File: src/rtl/issue_hazard_ctrl.sv
// Stall/flush/issue controller for the dual-issue in-order pipeline.
// Resolves load-use bubbles, intra-pair dependency splits, mispredict
// redirects with a programmable flush window, and external memory holds.
module issue_hazard_ctrl #(
    parameter int unsigned REG_W        = 5,
    parameter int unsigned PC_W         = 6,
    parameter int unsigned FLUSH_CYCLES = 1,
    parameter int unsigned CNT_W        = 8
) (
    input  logic             clk,
    input  logic             reset,
    input  logic             ext_hold,
    input  logic             v0_d,
    input  logic             v1_d,
    input  logic [REG_W-1:0] rs0_d,
    input  logic [REG_W-1:0] rt0_d,
    input  logic             use_rt0_d,
    input  logic [REG_W-1:0] rd0_d,
    input  logic             wr0_d,
    input  logic [REG_W-1:0] rs1_d,
    input  logic [REG_W-1:0] rt1_d,
    input  logic             use_rt1_d,
    input  logic [REG_W-1:0] rd1_d,
    input  logic             wr1_d,
    input  logic             ld0_e,
    input  logic             ld1_e,
    input  logic [REG_W-1:0] rd0_e,
    input  logic [REG_W-1:0] rd1_e,
    input  logic             mispredict_e,
    input  logic [PC_W-1:0]  target_e,
    output logic             stall_f,
    output logic             stall_d,
    output logic             flush_d,
    output logic             flush_e,
    output logic             kill0_e,
    output logic             kill1_e,
    output logic             redirect,
    output logic [PC_W-1:0]  redirect_pc,
    output logic [1:0]       state,
    output logic [CNT_W-1:0] stall_cnt
);

    localparam int unsigned FC_W = 3;

    typedef enum logic [1:0] {
        ST_RUN     = 2'd0,
        ST_SPLIT   = 2'd1,
        ST_REDIR   = 2'd2,
        ST_ILLEGAL = 2'd3
    } state_t;

    // A one-cycle window needs no extra state; longer windows park in REDIRECT.
    localparam state_t          MISP_ST = (FLUSH_CYCLES > 1) ? ST_REDIR : ST_RUN;
    localparam logic [FC_W-1:0] FC_LOAD = FC_W'(FLUSH_CYCLES - 1);

    state_t          state_q;
    state_t          state_nxt;
    logic [FC_W-1:0] fcnt_q;
    logic [FC_W-1:0] fcnt_nxt;
    logic            lu_hit0;
    logic            lu_hit1;
    logic            lu;
    logic            pd;

    // Load-use: an EX load writing a nonzero register read by a valid decode slot.
    assign lu_hit0 = ld0_e && (rd0_e != '0) &&
                     ((v0_d && ((rs0_d == rd0_e) || (use_rt0_d && (rt0_d == rd0_e)))) ||
                      (v1_d && ((rs1_d == rd0_e) || (use_rt1_d && (rt1_d == rd0_e)))));
    assign lu_hit1 = ld1_e && (rd1_e != '0) &&
                     ((v0_d && ((rs0_d == rd1_e) || (use_rt0_d && (rt0_d == rd1_e)))) ||
                      (v1_d && ((rs1_d == rd1_e) || (use_rt1_d && (rt1_d == rd1_e)))));
    assign lu      = lu_hit0 || lu_hit1;

    // Pair dependency: slot1 reads or rewrites slot0's nonzero destination.
    assign pd = v0_d && v1_d && wr0_d && (rd0_d != '0) &&
                ((rs1_d == rd0_d) || (use_rt1_d && (rt1_d == rd0_d)) ||
                 (wr1_d && (rd1_d == rd0_d)));

    assign state = state_q;

    // State and flush-window counter registers.
    always_ff @(posedge clk or negedge reset) begin
        if (!reset) begin
            state_q <= ST_RUN;
            fcnt_q  <= '0;
        end else begin
            state_q <= state_nxt;
            fcnt_q  <= fcnt_nxt;
        end
    end

    // Next-state: mispredict > hold > load-use > pair split > normal.
    always_comb begin
        state_nxt = state_q;
        fcnt_nxt  = fcnt_q;
        case (state_q)
            ST_ILLEGAL: begin
                state_nxt = ST_RUN;
                fcnt_nxt  = '0;
            end
            default: begin
                if (mispredict_e) begin
                    state_nxt = MISP_ST;
                    fcnt_nxt  = FC_LOAD;
                end else if (state_q == ST_REDIR) begin
                    // Hold freezes the window, stretching flush_d by the hold length.
                    if (!ext_hold) begin
                        if (fcnt_q <= FC_W'(1)) begin
                            state_nxt = ST_RUN;
                            fcnt_nxt  = '0;
                        end else begin
                            fcnt_nxt = fcnt_q - FC_W'(1);
                        end
                    end
                end else if (ext_hold || lu) begin
                    state_nxt = state_q;
                end else if (state_q == ST_SPLIT) begin
                    state_nxt = ST_RUN;
                end else if (pd) begin
                    state_nxt = ST_SPLIT;
                end
            end
        endcase
    end

    // Zero-latency control outputs, all forced low while reset is asserted.
    always_comb begin
        stall_f     = 1'b0;
        stall_d     = 1'b0;
        flush_d     = 1'b0;
        flush_e     = 1'b0;
        kill0_e     = 1'b0;
        kill1_e     = 1'b0;
        redirect    = 1'b0;
        redirect_pc = '0;
        if (reset) begin
            case (state_q)
                ST_ILLEGAL: begin
                    redirect = 1'b0;
                end
                default: begin
                    if (mispredict_e) begin
                        redirect    = 1'b1;
                        redirect_pc = target_e;
                        flush_d     = 1'b1;
                        flush_e     = 1'b1;
                    end else if (state_q == ST_REDIR) begin
                        flush_d = 1'b1;
                    end else if (ext_hold || lu) begin
                        stall_f = 1'b1;
                        stall_d = 1'b1;
                        flush_e = 1'b1;
                    end else if (state_q == ST_SPLIT) begin
                        kill0_e = 1'b1;
                    end else if (pd) begin
                        kill1_e = 1'b1;
                        stall_f = 1'b1;
                        stall_d = 1'b1;
                    end
                end
            endcase
        end
    end

    // Saturating count of decode-stall cycles.
    always_ff @(posedge clk or negedge reset) begin
        if (!reset) begin
            stall_cnt <= '0;
        end else if (stall_d && (stall_cnt != '1)) begin
            stall_cnt <= stall_cnt + CNT_W'(1);
        end
    end

endmodule

File: config.mk
export PLATFORM = sky130hd
export DESIGN_NAME = issue_hazard_ctrl
export DESIGN_NICKNAME = d
export VERILOG_FILES = /design/src/rtl/issue_hazard_ctrl.sv
export SDC_FILE = /design/constraint.sdc
export NUM_CORES = 1
export LEC_CHECK = 0
export ABC_AREA = 1
export CORE_MARGIN = 3
export CORE_UTILIZATION = 44
export DETAILED_ROUTE_END_ITERATION = 8
export GPL_TIMING_DRIVEN = 0
export PLACE_DENSITY = 0.85
export SLEW_MARGIN = 5
export SYNTH_ARGS = -nofsm -noshare
export SYNTH_HDL_FRONTEND = slang
export SYNTH_SLANG_ARGS = --single-unit
File: constraint.sdc
create_clock -name clk -period 2.95 [get_ports clk]
set_clock_uncertainty 0.2 [all_clocks]
set_input_delay 0.59 -clock clk [delete_from_list [all_inputs] [get_ports clk]]
set_output_delay 0.59 -clock clk [all_outputs]
set_load 0.05 [all_outputs]
==> flow_summary.yaml <==
grt:
  antenna_found_initial: 0
  grtUsageTotal_pct: 23.6
  grt_pass1_vias: 1884
  grt_first_pass_wirelength_um: 8290
  grt_overflow: 0
  grt_max_degree: 15
floorplan:
  die-area_um2: 4350
  io_pins: 81
  die_y_um: 66.0
  start_util_pct: 46.7
  num_rows: 21
  die_w_um: 66.0
  core_um2: 3390
finish:
  stdcell_area_um2: 2460
  nFillCells: 323
  layout_commonest_cell: "nand2_1"
  layout.nets: 450
  drive_above_1_share_pct: 18.2
  multi_input_area_um2: 1190
  seq_area_um2: 225
  num_antenna_cells: 0
  final_cell_mix: "127 x nand2_1, 38 x nor2_1, 32 x inv_1, 24 x clkdlybuf4s50_1, 23 x dlygate4sd2_1"
  area_growth_pct: 55.3
routing:
  dr.pass1.iters: 4
  vias_per_cell: 4.86
  routedWlPerCell_um: 12.0
  detail-route-antenna-nets: 0
  drtIter0Drc: 178
  routed_wirelength_um: 5250
  num_vias: 2119
  drc: 0
synthesis:
  synth_cell_types: 25
  synth_top_family_by_area: "simple AND/OR/NAND/NOR gates"
  yosys_warnings: 0
  yosys.area_share.simple_pct: 54.3
  syn_area_um2: 1580
  syn_area_per_cell_um2: 5.24
  synthMuxAreaShare_pct: 0
  syn-instance-count: 302
  syn_nets: 361
  synth-seq-cells: 9
  synth_compound_area_share_pct: 6.32
  yosysSeqAreaShare_pct: 14.2
  synthXorXnorAreaFrac_pct: 10.5
  synth_adder_area_share_pct: 0.791
power_and_ir_drop:
  ir_drop_v: 0.000403
  p_leak_nw: 1.47
  power_density_nw_per_um2: 286
  total_power_mw: 0.703
run:
  cap_violations: 0
clocking:
  worstSkewPairLatency_ps: 260
  root_buffer: "clkbuf_4"
  clk_path_buf_depth: 2
  cts_tree: "yes"
  cts.sinks: 9
  hold_buffers: 0
  cts_made_buffers: 3
  htreeDepth: 1
  cts.reportedPaths.clkPinSlew_ps: 60
critical_path:
  worstPathArrival_ps: 2110
  cp_max_fo: 3
  worstSetupPathType: "input pin to output port"
  start_kind: "input pin"
  r2r_cells: 11
  r2r_slack_ps: 1060
  worstReg2RegStart: "state[0]"
  required_ps: 2160
  reg2reg_to: "stall_cnt[1]"
  cp-end-kind: "output port"
placed_design:
  numPortBuffers: 78
  routabilityCongestion: 0.878
  placed_cell_area_um2: 2420
  dp_hpwl_um: 4210
timing:
  hold_violations: 0
  max_freq_mhz: 345
  period_share_pct: 98.3
  worst_pin_slew_ps: 517
  final_max_slew_viol_count: 0
  finalSetupViolCount: 0
  max-slew-margin-rel_pct: 65.4
  fin_crit_ps: 2900
outcome:
  outcome: "finished, final reports clean"
hold_path:
  min_path_type: "input pin to async pin"
## synth_stat cells (all sizes together)
library cell | count | share of area (%)
dfrtp | 9 | 14
nand2 | 131 | 32
buf | 4 | 1.7
a31o | 1 | 0.55
inv | 50 | 12
xor2 | 13 | 7.2
nor3 | 3 | 0.95
nand4 | 6 | 4.3
o21ai | 11 | 3.5
nor3b | 1 | 0.47
nor2 | 43 | 11
o22ai | 1 | 0.40
nand3 | 16 | 5.8
o211a | 1 | 0.63
ha | 1 | 0.79
conb | 1 | 0.24
xnor2 | 6 | 3.3
a21oi | 4 | 1.3
## layer usage
layer / routed length (µm) / global-route usage (%) / vias up
li1: - / - / 1091
met1: 2110 / 29.6 / 931
met2: 2680 / 43.8 / 87
met3: 402 / 2.89 / 10
met4: 59 / 3.05 / 0
met5: 0 / 0 / -
## per-stage QoR
step                setup WS (ps)  hold slack, ps  util [%]  setup TNS, ps  std cells
detailed placement          -1020             323      71.4         -10230        426
floorplan                    32.4            94.4         -              0        302
global placement             -994             295      71.4          -9910        426
global route                -41.9             141      72.5          -99.2        436
CTS                         -52.8             130      71.9          -52.8        431
finish                       50.7             142      72.5              0        436
## kinds of logic after synthesis
kind of cell | after synthesis
buf+inv | 54
xor+xnor | 19
fa+ha+maj | 1
simple gates | 200
flops | 9
compound gates | 18
other cells | 1
## worst max-delay path, cell delays in order
cell and delay (ps):
clkdlybuf4s50_1 470, xor2_1 140, nor2_1 60, nand3_1 80, nand3_1 80, nand2_2 120
nand4_4 150, nand3_4 100, inv_2 50, buf_4 130, buf_8 140
## state kept, by name, indices dropped and copies added (netlist names)
name / cells
stall_cnt: 8
state: 1
## worst max path at each step
| stage | start | end | slack [ps] |
|---|---|---|---|
| 4_1_cts | rd0_d[0] | stall_f | -50 |
| 5_1_grt | rd1_e[3] | kill1_e | -40 |
| 3_3_place_gp | rd0_e[0] | stall_f | -990 |
| 2_1_floorplan | rd1_e[2] | kill0_e | 30 |
| 3_5_place_dp | rd1_e[1] | stall_f | -1020 |
| 6_report | rd1_d[4] | stall_f | 50 |
## power by group
part | leakage (nW) | switching, mW | internal, mW
clock network | 0.0150 | 0.0432 | 0.0521
registers | 0.120 | 0.0245 | 0.145
logic | 1.34 | 0.269 | 0.169
total | 1.47 | 0.336 | 0.366
## repair_timing
| action | 4_1_cts | 5_1_grt |
|---|---|---|
| cloned | 0 | 0 |
| pin swaps | 7 | 17 |
| resized for setup | 100 | 53 |
| setup buffers | 1 | 5 |
| endpoints found under the setup margin | 13 | 5 |
## final cells by class
| cell class | count | share of cell area (%) |
|---|---|---|
| tap | 46 | 2.34 |
| clock buffer | 4 | 1.07 |
| timing repair buffer | 84 | 30.1 |
| inverter | 50 | 7.63 |
| multi-input combinational | 239 | 48.6 |
| buffer | 4 | 1.12 |
| sequential | 9 | 9.16 |
Power figures use the tool's default switching activity.
